===== config.mk =====
export PLATFORM = sky130hd
export DESIGN_NAME = data_mem_bytelane
export DESIGN_NICKNAME = d
export VERILOG_FILES = /design/src/rtl/data_mem_bytelane.sv
export SDC_FILE = /design/constraint.sdc
export NUM_CORES = 2
export LEC_CHECK = 0
export ABC_AREA = 0
export CORE_ASPECT_RATIO = 0.9
export CORE_MARGIN = 1
export CORE_UTILIZATION = 30
export CTS_CLUSTER_SIZE = 40
export DETAILED_ROUTE_END_ITERATION = 8
export PLACE_DENSITY = 0.48
export SKIP_LAST_GASP = 1
export SLEW_MARGIN = 20
export SYNTH_ARGS = -nofsm -noshare
export SYNTH_HDL_FRONTEND = slang
export SYNTH_SLANG_ARGS = --single-unit

===== constraint.sdc =====
create_clock -name clk -period 4.85 [get_ports clk]
set_input_delay 0.97 -clock clk [delete_from_list [all_inputs] [get_ports clk]]
set_output_delay 0.97 -clock clk [all_outputs]
set_load 0.05 [all_outputs]

===== src/rtl/data_mem_bytelane.sv =====
// Byte/halfword/word data memory with little-endian lanes, extended registered loads,
// self-clear after reset, and a fault strobe for misaligned or out-of-range accesses.
module data_mem_bytelane #(
  parameter int DEPTH  = 64,
  parameter int ADDR_W = 32
) (
  input  logic              clk,
  input  logic              reset,
  input  logic              req,
  input  logic              writeEnable,
  input  logic [1:0]        size,
  input  logic              unsignedLoad,
  input  logic [ADDR_W-1:0] addr,
  input  logic [31:0]       writeData,
  output logic              ready,
  output logic [31:0]       readData,
  output logic              readValid,
  output logic              fault
);

  localparam int IDX_W = $clog2(DEPTH);

  typedef enum logic {CLEAR, RUN} state_t;

  state_t           state, state_next;
  logic [IDX_W-1:0] clr_idx, clr_idx_next;
  logic [31:0]      mem [DEPTH];

  logic [IDX_W-1:0] word_idx;
  logic [1:0]       offset;
  logic             out_of_range;
  logic             illegal;
  logic             accept;
  logic [3:0]       lane_en;
  logic [31:0]      store_data;

  function automatic logic [3:0] lane_mask(input logic [1:0] sz, input logic [1:0] off);
    case (sz)
      2'b00:   lane_mask = 4'b0001 << off;
      2'b01:   lane_mask = 4'b0011 << off;
      2'b10:   lane_mask = 4'b1111;
      default: lane_mask = 4'b0000;
    endcase
  endfunction

  function automatic logic [31:0] extend_load(input logic [31:0] word, input logic [1:0] sz,
                                              input logic [1:0] off, input logic uns);
    logic [31:0]        shifted;
    logic signed [7:0]  lane_b;
    logic signed [15:0] lane_h;
    shifted = word >> {off, 3'b000};
    lane_b  = shifted[7:0];
    lane_h  = shifted[15:0];
    case (sz)
      2'b00:   extend_load = uns ? {24'd0, lane_b} : 32'(lane_b);
      2'b01:   extend_load = uns ? {16'd0, lane_h} : 32'(lane_h);
      default: extend_load = word;
    endcase
  endfunction

  assign word_idx = addr[IDX_W+1:2];
  assign offset   = addr[1:0];

  generate
    if (ADDR_W > IDX_W + 2) begin : g_range
      assign out_of_range = |addr[ADDR_W-1:IDX_W+2];
    end else begin : g_no_range
      assign out_of_range = 1'b0;
    end
  endgenerate

  assign illegal = (size == 2'b11) || (size == 2'b01 && addr[0]) ||
                   (size == 2'b10 && offset != 2'b00) || out_of_range;
  assign lane_en = lane_mask(size, offset);

  // Right-justified store data is replicated so every lane sees its own copy.
  always_comb begin
    case (size)
      2'b00:   store_data = {4{writeData[7:0]}};
      2'b01:   store_data = {2{writeData[15:0]}};
      default: store_data = writeData;
    endcase
  end

  always_comb begin
    state_next   = state;
    clr_idx_next = clr_idx;
    ready        = 1'b0;
    case (state)
      CLEAR: begin
        clr_idx_next = clr_idx + 1'b1;
        if (clr_idx == IDX_W'(DEPTH - 1)) state_next = RUN;
      end
      RUN: ready = 1'b1;
      default: state_next = CLEAR;
    endcase
  end

  assign accept = ready & req;

  always_ff @(posedge clk) begin
    if (reset) begin
      state   <= CLEAR;
      clr_idx <= '0;
    end else begin
      state   <= state_next;
      clr_idx <= clr_idx_next;
    end
  end

  always_ff @(posedge clk) begin
    if (!reset) begin
      if (state == CLEAR) begin
        mem[clr_idx] <= '0;
      end else if (accept && writeEnable && !illegal) begin
        for (int b = 0; b < 4; b++) begin
          if (lane_en[b]) mem[word_idx][8*b +: 8] <= store_data[8*b +: 8];
        end
      end
    end
  end

  // Load result stage: one-cycle strobes, readData holds between loads.
  always_ff @(posedge clk) begin
    if (reset) begin
      readValid <= 1'b0;
      fault     <= 1'b0;
      readData  <= '0;
    end else begin
      readValid <= accept && !writeEnable;
      fault     <= accept && illegal;
      if (accept && !writeEnable) begin
        readData <= illegal ? 32'd0 : extend_load(mem[word_idx], size, offset, unsignedLoad);
      end
    end
  end

endmodule


==> impl_metrics.toml <==
[drt]
avgRoutedWirePerCell_um = 29.2
initialDrtViolationCount = 4335
routed_wl_um = 241000
viasPerCell = 5.07
vias = 41900
drt_pre_antenna_iters = 5
antenna_left = 0
drc_errors = 0

[global_routing]
antenna_found_initial = 5
grt_overflow = 0
grt_pass1_vias = 43000
grt_usage = 0.173
grt_pass1_wl_um = 340000
grt_max_degree = 65

[cts]
cts_hold_buf = 0
htreeDepth = 4
path_clk_slew_ns = 0.06
cts_resized = 0
cts_tree = "built"
cts_setup_buffers = 0
clock_latency_ns = 0.87
cts_buffer_depth = 3
cts_buffers = 211
root_buffer = "clkbuf_16"
numClockSinks = 2089

[power_and_ir_drop]
powerDensity_nw_per_um2 = 376
irDropWorstVdd_mv = 0.309
p_leak_nw = 30.5

[logic_synthesis]
ys_warn_count = 0
ys_ff_latch = 2089
synthArstFlopShare = 0
synth_edf_count = 2048
synth_nets = 3958
syn_inst = 3886
synth_top_cell_by_area = "edfxtp_1"
synth.top_cells.by_area = "edfxtp_1, mux4_2, nor2_1"
synth_ff_type = "edfxtp_1"
synth_top_area_share = 0.748
synthesis.area_sq_um = 82200
syn_avg_cell_area_sq_um = 21.2
ys_types = 72
ys_seq_area_frac = 0.758

[sta]
setup_viol = 0
finalSetupTns_ns = 0
slew_headroom = 0.247
finClkSkew_ns = 0.0442
rsz0062_at_grt = "no"
tightest_slew_ns = 1.13
finalHoldViolCount = 0
post-route-min-period_ns = 3.90
timing.final.max_slew_violations = 0
fmax_mhz = 256
finalCritPeriodShare = 0.805

[worst_setup_path]
cp_max_fo = 26
crit_required_ns = 5.34
crit_arrival_ns = 4.39
end_kind = "register"
cp-start-kind = "input port"
path_class = "in -> reg"

[layout]
fin_area_sq_um = 98600
nNetsFinal = 4585
multiInputGateArea_sq_um = 18900
fillers = 24900
area.growth.synth_to_final_pct = 19.9
regArea_sq_um = 62300
layout-drive-gt1-share = 0.316

[die]
io_pins = 106
design.die.area_sq_um = 276000
coreArea_sq_um = 271000
rows = 181
initial_core_util = 0.303
die_h_um = 499
die_w_um = 554

[place]
hpwlAfterDp_um = 160000
placed_area_sq_um = 91800
routabilityCongestion = 0.847
port_buffers = 105

[job]
cap_violations = 0

[run_status]
status = "completed"

[hold_path]
hold_class = "reg -> reg"
## final timing paths
check | from | endpoint | slack (ns) | cells past startpoint
worst min register to register | readData[3] | readData[3] | 0.49 | 2
worst min-delay path | readData[3] | readData[3] | 0.49 | 2
worst max register to register | state | mem[47][13] | 1.52 | 9
worst max-delay path | size[0] | mem[47][13] | 0.95 | 10
## area by class of cell
cell class,instances,share of cell area
sequential,2089,0.632
multi-input combinational,1557,0.192
timing repair buffer,644,0.0609
clock buffer,267,0.0562
tap,3568,0.0453
clock inverter,123,0.0123
inverter,10,0.000457
antenna,8,0.000203
## cells in the mapped netlist, drive strengths merged (8+ instances only)
library cell,count
edfxtp,2048
mux4,580
nor2,338
nand2,141
clkbuf,116
buf,114
mux2i,85
a21oi,76
a22oi,58
dfxtp,41
nand3,39
a211oi,28
o21ai,21
mux2,18
a31oi,15
and2,14
nor3,14
a22o,13
a221oi,12
nor4,9
nand4,8
o211ai,8
## routing by layer
layer | track usage | wire length [um] | up-vias
met5 | 0 | 0 | -
met4 | 0.0628 | 8740 | 0
met3 | 0.0240 | 11200 | 327
met2 | 0.280 | 116000 | 1208
met1 | 0.238 | 105000 | 22900
li1 | - | - | 17500
## power breakdown
group          switching (mW)  internal, mW  leakage, nW
clock network            7.06          8.97         3.26
registers              0.0163          19.6         18.6
logic                   0.908         0.568         8.59
total                    7.98          29.1         30.5
## sequential cells by signal, indices dropped and copies added, names as in the netlist
signal and flops:
clr_idx 6, readValid 1, state 1, fault 1, mem 2048, readData 32
## metrics by stage
step / setup slack, ns / util / power (mW) / hold slack (ns) / instances
3_5_place_dp: 0.133 / 0.338 / 21.5 / 0.470 / 7867
5_1_grt: 0.855 / 0.363 / 38.1 / 0.512 / 8259
4_1_cts: 1.06 / 0.363 / 37.5 / 0.484 / 8257
6_report: 0.948 / 0.363 / 37.1 / 0.486 / 8266
3_3_place_gp: 0.133 / 0.338 / 21.5 / 0.444 / 7864
2_1_floorplan: 0.321 / - / 20.7 / 0.568 / 3886
## critical path, stage by stage
cell	delay, ns
clkdlybuf4s50_1	0.51
buf_4	0.33
nand2_1	0.12
and4_1	0.25
buf_12	0.17
o21ai_0	0.80
buf_4	0.31
nand2_1	0.11
buf_12	0.14
nor2_1	0.63
## cell families after synthesis
kind of cell | Yosys count | share of synthesized area
XOR/XNOR | 4 | 0.000426
buffers and inverters | 240 | 0.0161
multiplexers | 683 | 0.172
flip-flops | 2089 | 0.758
adder cells (fa/ha/maj) | 1 | 0.000152
AO/OA/AOI/OAI | 277 | 0.0235
AND/OR/NAND/NOR | 592 | 0.0300
## cells in the final DEF, fill, tap and decap left out, types with 6 or more instances in the layout
cell / netlist / layout
o21ai_1: 6 / 6
edfxtp_1: 2048 / 2048
clkinv_16: 0 / 7
a221oi_1: 8 / 8
mux2_2: 18 / 18
nand4_1: 8 / 8
o211ai_1: 8 / 8
clkbuf_16: 0 / 213
buf_12: 3 / 69
a22oi_1: 58 / 58
bufinv_16: 0 / 16
mux4_2: 577 / 577
a22o_1: 13 / 13
o22ai_1: 7 / 7
nand2_1: 141 / 141
nor4_1: 9 / 9
clkbuf_1: 116 / 53
a21oi_4: 0 / 9
a21oi_1: 76 / 67
a31oi_4: 0 / 6
o21ai_0: 15 / 15
and2_2: 0 / 6
diode_2: 0 / 8
a31oi_1: 15 / 9
nor2_1: 338 / 316
dfxtp_1: 41 / 41
a211oi_1: 26 / 26
nor2_4: 0 / 17
mux2i_1: 85 / 85
buf_4: 21 / 467
clkinv_2: 0 / 27
nor3_1: 14 / 13
clkinv_1: 3 / 63
clkdlybuf4s50_1: 0 / 97
nand3_1: 39 / 39
Power figures use the tool's default switching activity.
